$ cat config.mk
export PLATFORM = sky130hd
export DESIGN_NAME = div_batch_sequencer
export DESIGN_NICKNAME = d
export VERILOG_FILES = /design/src/rtl/div_pkg.sv /design/src/rtl/div_tag_delay.sv /design/src/rtl/div_batch_sequencer.sv
export SDC_FILE = /design/constraint.sdc
export NUM_CORES = 2
export LEC_CHECK = 0
export BUFFER_PORTS_ARGS = -buffer_cell sky130_fd_sc_hd__buf_4
export CAP_MARGIN = 20
export CORE_AREA = 2 2 456 458
export CTS_CLUSTER_DIAMETER = 100
export CTS_CLUSTER_SIZE = 12
export DETAILED_ROUTE_END_ITERATION = 10
export DIE_AREA = 0 0 458 460
export PLACE_DENSITY = 0.51
export SYNTH_ARGS = -nofsm -noshare
export SYNTH_HDL_FRONTEND = slang
export SYNTH_SLANG_ARGS = --single-unit
export TNS_END_PERCENT = 10
$ cat constraint.sdc
create_clock -name clk -period 7.2 [get_ports clk]
set_input_delay 0.36 -clock clk [delete_from_list [all_inputs] [get_ports clk]]
set_output_delay 0.36 -clock clk [all_outputs]
set_load 0.05 [all_outputs]
$ cat src/rtl/div_pkg.sv
// Shared constants, types and line-layout helpers for the batch divider sequencer.
package div_pkg;

    localparam int DATA_LEN       = 32;
    localparam int PIPELINE_STAGE = 16;
    localparam int LANES          = 8;
    localparam int CL_BITS        = 512;

    localparam int LANE_W    = (LANES > 1) ? $clog2(LANES) : 1;
    localparam int CNT_W     = $clog2(LANES + 1);
    localparam int USED_BITS = LANES * DATA_LEN + LANES;

    typedef enum logic [1:0] {
        IDLE,
        ISSUE,
        COLLECT,
        OUTPUT
    } t_div_state;

    typedef struct packed {
        logic              valid;
        logic [LANE_W-1:0] lane;
        logic              zero;
    } t_div_tag;

    // Input line: lane i holds a at 2*DATA_LEN*i and b right above it.
    function automatic int a_off(input int lane);
        return 2 * DATA_LEN * lane;
    endfunction

    function automatic int b_off(input int lane);
        return 2 * DATA_LEN * lane + DATA_LEN;
    endfunction

    // Result line: packed quotients, then one divide-by-zero flag per lane.
    function automatic int q_off(input int lane);
        return DATA_LEN * lane;
    endfunction

    function automatic int flag_off();
        return LANES * DATA_LEN;
    endfunction

endpackage

$ cat src/rtl/div_tag_delay.sv
// Fixed-depth shift register of lane tags that tracks results travelling through the divider.
module div_tag_delay
    import div_pkg::*;
#(
    parameter int DEPTH = PIPELINE_STAGE
) (
    input  logic     clk,
    input  logic     srst_i,
    input  logic     clear_i,
    input  t_div_tag tag_i,
    output t_div_tag tag_o
);

    t_div_tag stage_q [DEPTH];

    always_ff @(posedge clk) begin
        if (srst_i || clear_i) begin
            for (int i = 0; i < DEPTH; i++) begin
                stage_q[i] <= '0;
            end
        end else begin
            stage_q[0] <= tag_i;
            for (int i = 1; i < DEPTH; i++) begin
                stage_q[i] <= stage_q[i-1];
            end
        end
    end

    assign tag_o = stage_q[DEPTH-1];

endmodule

$ cat src/rtl/div_batch_sequencer.sv
// Accepts one line of operand pairs, issues a pair per cycle to the pipelined divider,
// and reassembles the returning quotients (with divide-by-zero flags) into one result line.
module div_batch_sequencer
    import div_pkg::*;
(
    input  logic                clk,
    input  logic                reset,
    input  logic                clear,
    input  logic                in_valid,
    output logic                in_ready,
    input  logic [CL_BITS-1:0]  in_data,
    output logic                out_valid,
    input  logic                out_ready,
    output logic [CL_BITS-1:0]  out_data,
    output logic [DATA_LEN-1:0] div_a,
    output logic [DATA_LEN-1:0] div_b,
    input  logic [DATA_LEN-1:0] div_result,
    output logic                busy,
    output logic [31:0]         lines_done
);

    t_div_state          state_q;
    logic [CL_BITS-1:0]  line_q;
    logic [LANE_W-1:0]   lane_q;
    logic [CNT_W-1:0]    collect_q;
    logic [CNT_W-1:0]    collect_d;
    logic [DATA_LEN-1:0] div_a_q;
    logic [DATA_LEN-1:0] div_b_q;
    t_div_tag            push_tag_q;
    t_div_tag            ret_tag;
    logic [DATA_LEN-1:0] slot_q [LANES];
    logic [DATA_LEN-1:0] slot_d [LANES];
    logic [LANES-1:0]    flags_q;
    logic [LANES-1:0]    flags_d;
    logic [CL_BITS-1:0]  out_data_q;
    logic                out_valid_q;
    logic                in_ready_q;
    logic [31:0]         lines_done_q;

    logic [DATA_LEN-1:0] op_a [LANES];
    logic [DATA_LEN-1:0] op_b [LANES];
    logic [DATA_LEN-1:0] lane_a;
    logic [DATA_LEN-1:0] lane_b;
    logic [CL_BITS-1:0]  result_line;

    for (genvar gi = 0; gi < LANES; gi++) begin : g_unpack
        assign op_a[gi] = line_q[a_off(gi) +: DATA_LEN];
        assign op_b[gi] = line_q[b_off(gi) +: DATA_LEN];
    end

    assign lane_a = op_a[lane_q];
    assign lane_b = op_b[lane_q];

    // The tag register sits beside div_a/div_b, so the delay line lines up with div_result.
    div_tag_delay #(
        .DEPTH(PIPELINE_STAGE)
    ) u_tag_delay (
        .clk     (clk),
        .srst_i  (reset),
        .clear_i (clear),
        .tag_i   (push_tag_q),
        .tag_o   (ret_tag)
    );

    // Zero-divisor lanes take all-ones regardless of what the divider produced.
    always_comb begin
        slot_d    = slot_q;
        flags_d   = flags_q;
        collect_d = collect_q;
        if (ret_tag.valid) begin
            slot_d[ret_tag.lane]  = ret_tag.zero ? '1 : div_result;
            flags_d[ret_tag.lane] = ret_tag.zero;
            collect_d             = collect_q + 1'b1;
        end
    end

    for (genvar gi = 0; gi < LANES; gi++) begin : g_pack
        assign result_line[q_off(gi) +: DATA_LEN] = slot_d[gi];
    end
    assign result_line[flag_off() +: LANES] = flags_d;
    if (USED_BITS < CL_BITS) begin : g_pad
        assign result_line[CL_BITS-1:USED_BITS] = '0;
    end

    always_ff @(posedge clk) begin
        if (reset || clear) begin
            state_q     <= IDLE;
            line_q      <= '0;
            lane_q      <= '0;
            collect_q   <= '0;
            div_a_q     <= '0;
            div_b_q     <= '0;
            push_tag_q  <= '0;
            flags_q     <= '0;
            out_data_q  <= '0;
            out_valid_q <= 1'b0;
            in_ready_q  <= 1'b1;
            for (int i = 0; i < LANES; i++) begin
                slot_q[i] <= '0;
            end
            if (reset) begin
                lines_done_q <= '0;
            end
        end else begin
            div_a_q    <= '0;
            div_b_q    <= '0;
            push_tag_q <= '0;
            slot_q     <= slot_d;
            flags_q    <= flags_d;
            collect_q  <= collect_d;
            case (state_q)
                IDLE: begin
                    if (in_valid) begin
                        line_q     <= in_data;
                        lane_q     <= '0;
                        collect_q  <= '0;
                        flags_q    <= '0;
                        in_ready_q <= 1'b0;
                        for (int i = 0; i < LANES; i++) begin
                            slot_q[i] <= '0;
                        end
                        state_q <= ISSUE;
                    end
                end
                ISSUE: begin
                    div_a_q          <= lane_a;
                    div_b_q          <= lane_b;
                    push_tag_q.valid <= 1'b1;
                    push_tag_q.lane  <= lane_q;
                    push_tag_q.zero  <= (lane_b == '0);
                    if (lane_q == LANE_W'(LANES - 1)) begin
                        state_q <= COLLECT;
                    end else begin
                        lane_q <= lane_q + 1'b1;
                    end
                end
                COLLECT: begin
                    if (collect_d == CNT_W'(LANES)) begin
                        out_data_q  <= result_line;
                        out_valid_q <= 1'b1;
                        state_q     <= OUTPUT;
                    end
                end
                OUTPUT: begin
                    if (out_ready) begin
                        out_valid_q  <= 1'b0;
                        in_ready_q   <= 1'b1;
                        lines_done_q <= lines_done_q + 32'd1;
                        state_q      <= IDLE;
                    end
                end
                default: state_q <= IDLE;
            endcase
        end
    end

    assign in_ready   = in_ready_q;
    assign out_valid  = out_valid_q;
    assign out_data   = out_data_q;
    assign div_a      = div_a_q;
    assign div_b      = div_b_q;
    assign busy       = (state_q != IDLE);
    assign lines_done = lines_done_q;

endmodule
* After elaboration in Yosys (flattened, before gate mapping) *
Memories as Yosys holds them, arrays and structs flattened.
Index checks and enable logic that the tools add are counted.

operators by class
  $add $sub $neg = 3
  multipliers = 0
  div/mod/pow operators = 0
  $lt $le $gt $ge = 5
  equality and inequality tests = 11
  shift-type cells = 0
  multiplexer cells = 60
  bitwise gates (word level) = 19
  reductions and logical operators = 19

operators by type and width
  operator               number
  $mux 256               3
  $mux 32                10
  $bwmux 256             1
  $bmux 32 s3            2
  $demux 32 s3           1
  $mux 5                 17
  $add 32x1->32 const B  1
  $logic_not 32->1       1
  $mux 8                 3
  $or 1x1->1             16
  $mux 4                 3
  $ne 2x2->1 const B     6
  $reduce_and 3->1       4
  $reduce_bool 2->1      6
  $bwmux 8               1
  $ge 4x4->1 const B     2
  $mux 1                 8
  $mux 2                 4
  $not 3->4              2
  $pmux 2 s4             1
  $mux 3                 2
  $pmux 3 s2             1
  $add 4x1->4 const B    1
  $eq 2x2->1 const B     2
  other kinds (16)       19

word-level totals
  flip-flop bits (word level) = 1,152
  latch bits = 0
  bits in writable memories = 80
  ROM bits = 0
  bits of input ports = 549
  output and inout port bits = 611
  word-level logic and storage cells = 140
  memories = 1

memories
  name                 depth  width  rd ports  clocked after Yosys merged registers in  write ports  RTL line             text
  u_tag_delay.stage_q  16     5      16        0                                        16           div_tag_delay.sv:14  t_div_tag stage_q [DEPTH];

* Depth between registers and ports, before layout *
An unclocked memory read counts as a cell.

  word-level depth = 10
  depth in mapped cells = 9
  depth with buffers taken out = 7

* Hierarchy *
Synthesis repeated with hierarchy kept, for this count alone.

second synthesis, totals
  cell total of the unflattened synthesis = 5,679
  area, all modules = 48,077.4 µm²

by module, submodules not included
  module               instances  cells an instance  area an instance (µm²)  seq. area each (µm²)
  div_batch_sequencer  1          5,496              45,234.6                23,382.4
  div_tag_delay        1          183                2,842.7                 1,601.5

* Worst setup path after synthesis *
Ideal clock, no wire load.

  path type = reg2reg
  start = register state_q[1]
  end = register lines_done_q[0] (netlist: lines_done[0]), enable pin
  library setup time = 0.428 ns
  arrival = 2.105 ns
  path slack = 4.667 ns
  cell stages (with the launch flop) = 4
  clock period less this slack = 2.533 ns
  path through = dfxtp_1 > ha_1 > nand2_1 > o21bai_1

between the ends
  word-level cells in the longest chain between the ends = 3

RTL lines
  item                                RTL line                    text
  from (decl)                         div_batch_sequencer.sv:22   t_div_state state_q;
  from (signal assigned)              div_batch_sequencer.sv:87   state_q <= IDLE;
  from (signal assigned)              div_batch_sequencer.sv:122  state_q <= ISSUE;
  from (signal assigned)              div_batch_sequencer.sv:132  state_q <= COLLECT;
  $eq 2x2->1                          div_batch_sequencer.sv:111  case (state_q)
  $reduce_bool 2->1 (no source line)  -
  $reduce_and 3->1 (no source line)   -
  to (signal assigned)                div_batch_sequencer.sv:148  lines_done_q <= lines_done_q + 32'd1;
  to (decl)                           div_batch_sequencer.sv:38   logic [31:0] lines_done_q;

No other way between the ends.
A chain may end at the register's enable or synchronous reset.

==> results.toml <==
[place]
place_congestion = 0.876
hpwlAfterDp_um = 127000
port_buffers = 911

[power_and_ir_drop]
p_sw_frac = 0.266
vdd_drop_max_mv = 0.235
seq_power_share = 0.496
power_density_mw_per_mm2 = 221
p_total_mw = 14.2
p_int_mw = 10.4
combPwrFrac = 0.107
power.switching_mw = 3.77
pwr-share-clk = 0.397
p_leak_nw = 24.3

[timing]
slew_headroom = 0.143
fin_worst_skew_ps = 66.1
setup_viol = 0
fmax_ghz = 0.294
fin_crit_sh = 0.472
hold_viol_final = 0
tightest_slew_ps = 1290
setup_tns_ps = 0
rsz0062_at_grt = "false"
period_minus_slack_ps = 3400
drv_slew = 0

[final_layout]
drive_gt1_frac = 0.179
multi_input_area_mm2 = 0.0199
fillers = 21600
area.growth.synth_to_final_pct = 35.1
nets = 7401
seq_area_mm2 = 0.0250

[floorplanning]
die_height_um = 460
io_pins = 1160
core-area_mm2 = 0.206
dieArea_mm2 = 0.211
initial_core_util = 0.230
std_cell_rows = 167
die_w_um = 458

[grt]
grt_pass1_wl_um = 263000
grt_max_degree = 243
grt_use_total = 0.165
overflow = 0
antenna_found_initial = 46
grt_pass1_vias = 39300

[clock_network]
htreeDepth = 3
cts_setup_buffers = 0
cts_resized = 0
clkLatencyLatePin_ps = 780
numCtsBuffers = 115
path_clk_slew_ps = 70
ctsLongestPathBuffers = 3
cts_tree = "built"
clockRootBuffer = "clkbuf_16"
clock_sinks = 1232

[setup_path]
crit_slowest_cell = "buf_4"
reg2reg_slack_ps = 3800
cp.required_ps = 7830
rr_worst_depth = 7
critPathCaptureType = "register"
r2r-start = "u_tag_delay.stage_q[0][79]$_SDFF_PP0_"
path_class = "reg2reg"
worstSetupStartpoint = "u_tag_delay.stage_q[0][79]$_SDFF_PP0_"
cp_slowest_stage_delay_ps = 730
crit_fanout = 97
worstPathCellList = "or3_1 > a211oi_1 > o31ai_4 > buf_4 > buf_4 > o21ai_0 > and2_1"
crit_top_cell = "buf_4"
worstPathArrival_ps = 4030
cp-start-kind = "register"
worstReg2RegEnd = "out_data[181]$_SDFFE_PP0P_"

[drt]
ant_nets = 0
vias = 41800
wirelength_um = 182000
drt_iter0_markers = 3283
drc_errors = 0
post_drt_wl_per_cell_um = 19.0
routed_via_density = 4.36
drt-pass1-iter-count = 5

[yosys]
ys.flop_type = "dfxtp_1"
async_reset_ff_frac = 0
synth_edf_count = 32
yosys_warnings = 0
yosysTopAreaCellShare = 0.507
synth.avg_cell_area_um2 = 8.37
syn_inst = 5658
yosys_register_bits = 1232
synthesis.area_mm2 = 0.0474
synth.top_cells.by_area = "dfxtp_1 51%, nand2_1 11%, a21oi_1 9.2%"
yosysSeqAreaShare = 0.527
synthDistinctLibCells = 47
synth_largest_area_cell = "dfxtp_1"

[hold_path]
holdCritPathClass = "in2reg"
whs_path_depth = 3
min_to = "line_q[98]$_SDFFE_PP0P_"
hold_start = "in_data[98]"

[job]
drv_cap = 0

[status]
status = "finished clean"
[logic make-up after synthesis]
family	Yosys count	share of synthesized area
muxes	171	0.0627
AOI/OAI and AO/OA	1138	0.122
other	1	0.0000791
buffers and inverters	670	0.0755
and+or+nand+nor	2405	0.204
xor gates and xnor gates	32	0.00591
adders and majority gates	9	0.00238
DFF	1232	0.527
[cells in the mapped netlist (11+ instances only)]
cell	number
dfxtp_1	1200
edfxtp_1	32
nand3_1	11
and2_1	176
buf_4	256
o21ai_0	228
nand2_1	1337
clkbuf_1	314
nor2_1	820
mux4_2	98
xor2_1	22
buf_1	29
mux2i_1	71
nand4_1	20
a21oi_1	867
buf_2	59
o22ai_1	28
[timing repair]
item / in CTS / in global routing
endpoints found under the setup margin: 0 / 0
hold buffers: 510 / 0
endpoints found under the hold margin: 513 / 0
[worst max-delay path: cells and delay by family, from the launching register on]
kind	cells	cell delay (ps)
buf+inv	2	1460
compound gates	3	670
flops	1	640
simple gates	2	380
[area by class of cell]
class,count,share of cell area
clock buffer,126,0.0462
timing repair buffer,1482,0.196
sequential,1232,0.390
inverter,9,0.000547
clock inverter,13,0.00285
antenna,22,0.000860
tap,2704,0.0528
multi-input combinational,4003,0.310
[how the worst max path moves through the flow]
stage | depth (start not counted) | endpoint | slack [ps]
global route | 7 | out_data[117]$_SDFFE_PP0P_ | 3420
CTS | 6 | push_tag_q[0]$_SDFF_PP0_ | 3760
floorplan | 3 | lines_done[0]$_SDFFCE_PP0P_ | 4670
finish | 7 | out_data[181]$_SDFFE_PP0P_ | 3800
global placement | 6 | push_tag_q[0]$_SDFF_PP0_ | 3780
detailed placement | 6 | push_tag_q[0]$_SDFF_PP0_ | 3750
[power by group through the flow]
stage               combinational, mW  clock, mW  sequential [mW]
finish                           1.51       5.62             7.03
global route                     1.62       6.06             7.04
CTS                              1.52       5.82             7.03
detailed placement               1.28          0             7.18
global placement                 1.27          0             7.18
floorplan                       0.837          0             7.19
[per-stage QoR]
step           cells  setup WS, ps   util  hold WS, ps  instance area, µm²
2_1_floorplan   5905          4670      -          406               48300
3_3_place_gp    8916          3780  0.270          406               55700
3_5_place_dp    8919          3750  0.270          410               55700
4_1_cts         9568          3760  0.310         11.0               64000
5_1_grt         9583          3420  0.311         5.62               64000
6_report        9591          3800  0.311         60.5               64000
[state kept, by name, indices dropped and copies added (netlist names)]
| register | flops |
|---|---|
| lines_done | 32 |
| div_b | 32 |
| push_tag_q | 5 |
| in_ready | 1 |
| out_valid | 1 |
| collect_q | 4 |
| div_a | 32 |
| line_q | 512 |
| slot_q | 256 |
| lane_q | 3 |
| u_tag_delay.stage_q | 80 |
| state_q | 2 |
| out_data | 264 |
| flags_q | 8 |
[per-layer routing]
| layer | routed length [µm] | vias to the layer above | track usage | share of wire |
|---|---|---|---|---|
| li1 | - | 20300 | - | - |
| met1 | 79600 | 19800 | 0.215 | 0.44 |
| met4 | 4940 | 20 | 0.0461 | 0.027 |
| met5 | 124 | - | 0 | 0.00068 |
| met2 | 84700 | 1460 | 0.272 | 0.47 |
| met3 | 12800 | 269 | 0.0361 | 0.070 |
[cells in the final DEF (no fill, tap or decap), types with 4 or more instances in the layout]
cell           count
o22ai_1           28
mux4_2            98
nand4b_1           4
a211oi_1          10
a21oi_1          867
nand3_1           11
ha_1               9
nand4_1           20
clkbuf_16        116
o21ai_0          228
xor2_1            22
dfxtp_1         1196
buf_12            10
inv_1              8
dlygate4sd3_1    510
buf_4            958
and3_1             5
clkinv_2           5
and2_1           175
nor2_2             6
clkbuf_1           8
conb_1           248
mux2i_1           71
diode_2           22
xnor2_1           10
edfxtp_1          32
or3_1              5
nor2_1           813
nand2_1         1333
Note: power is estimated with default switching activity, not from simulation.
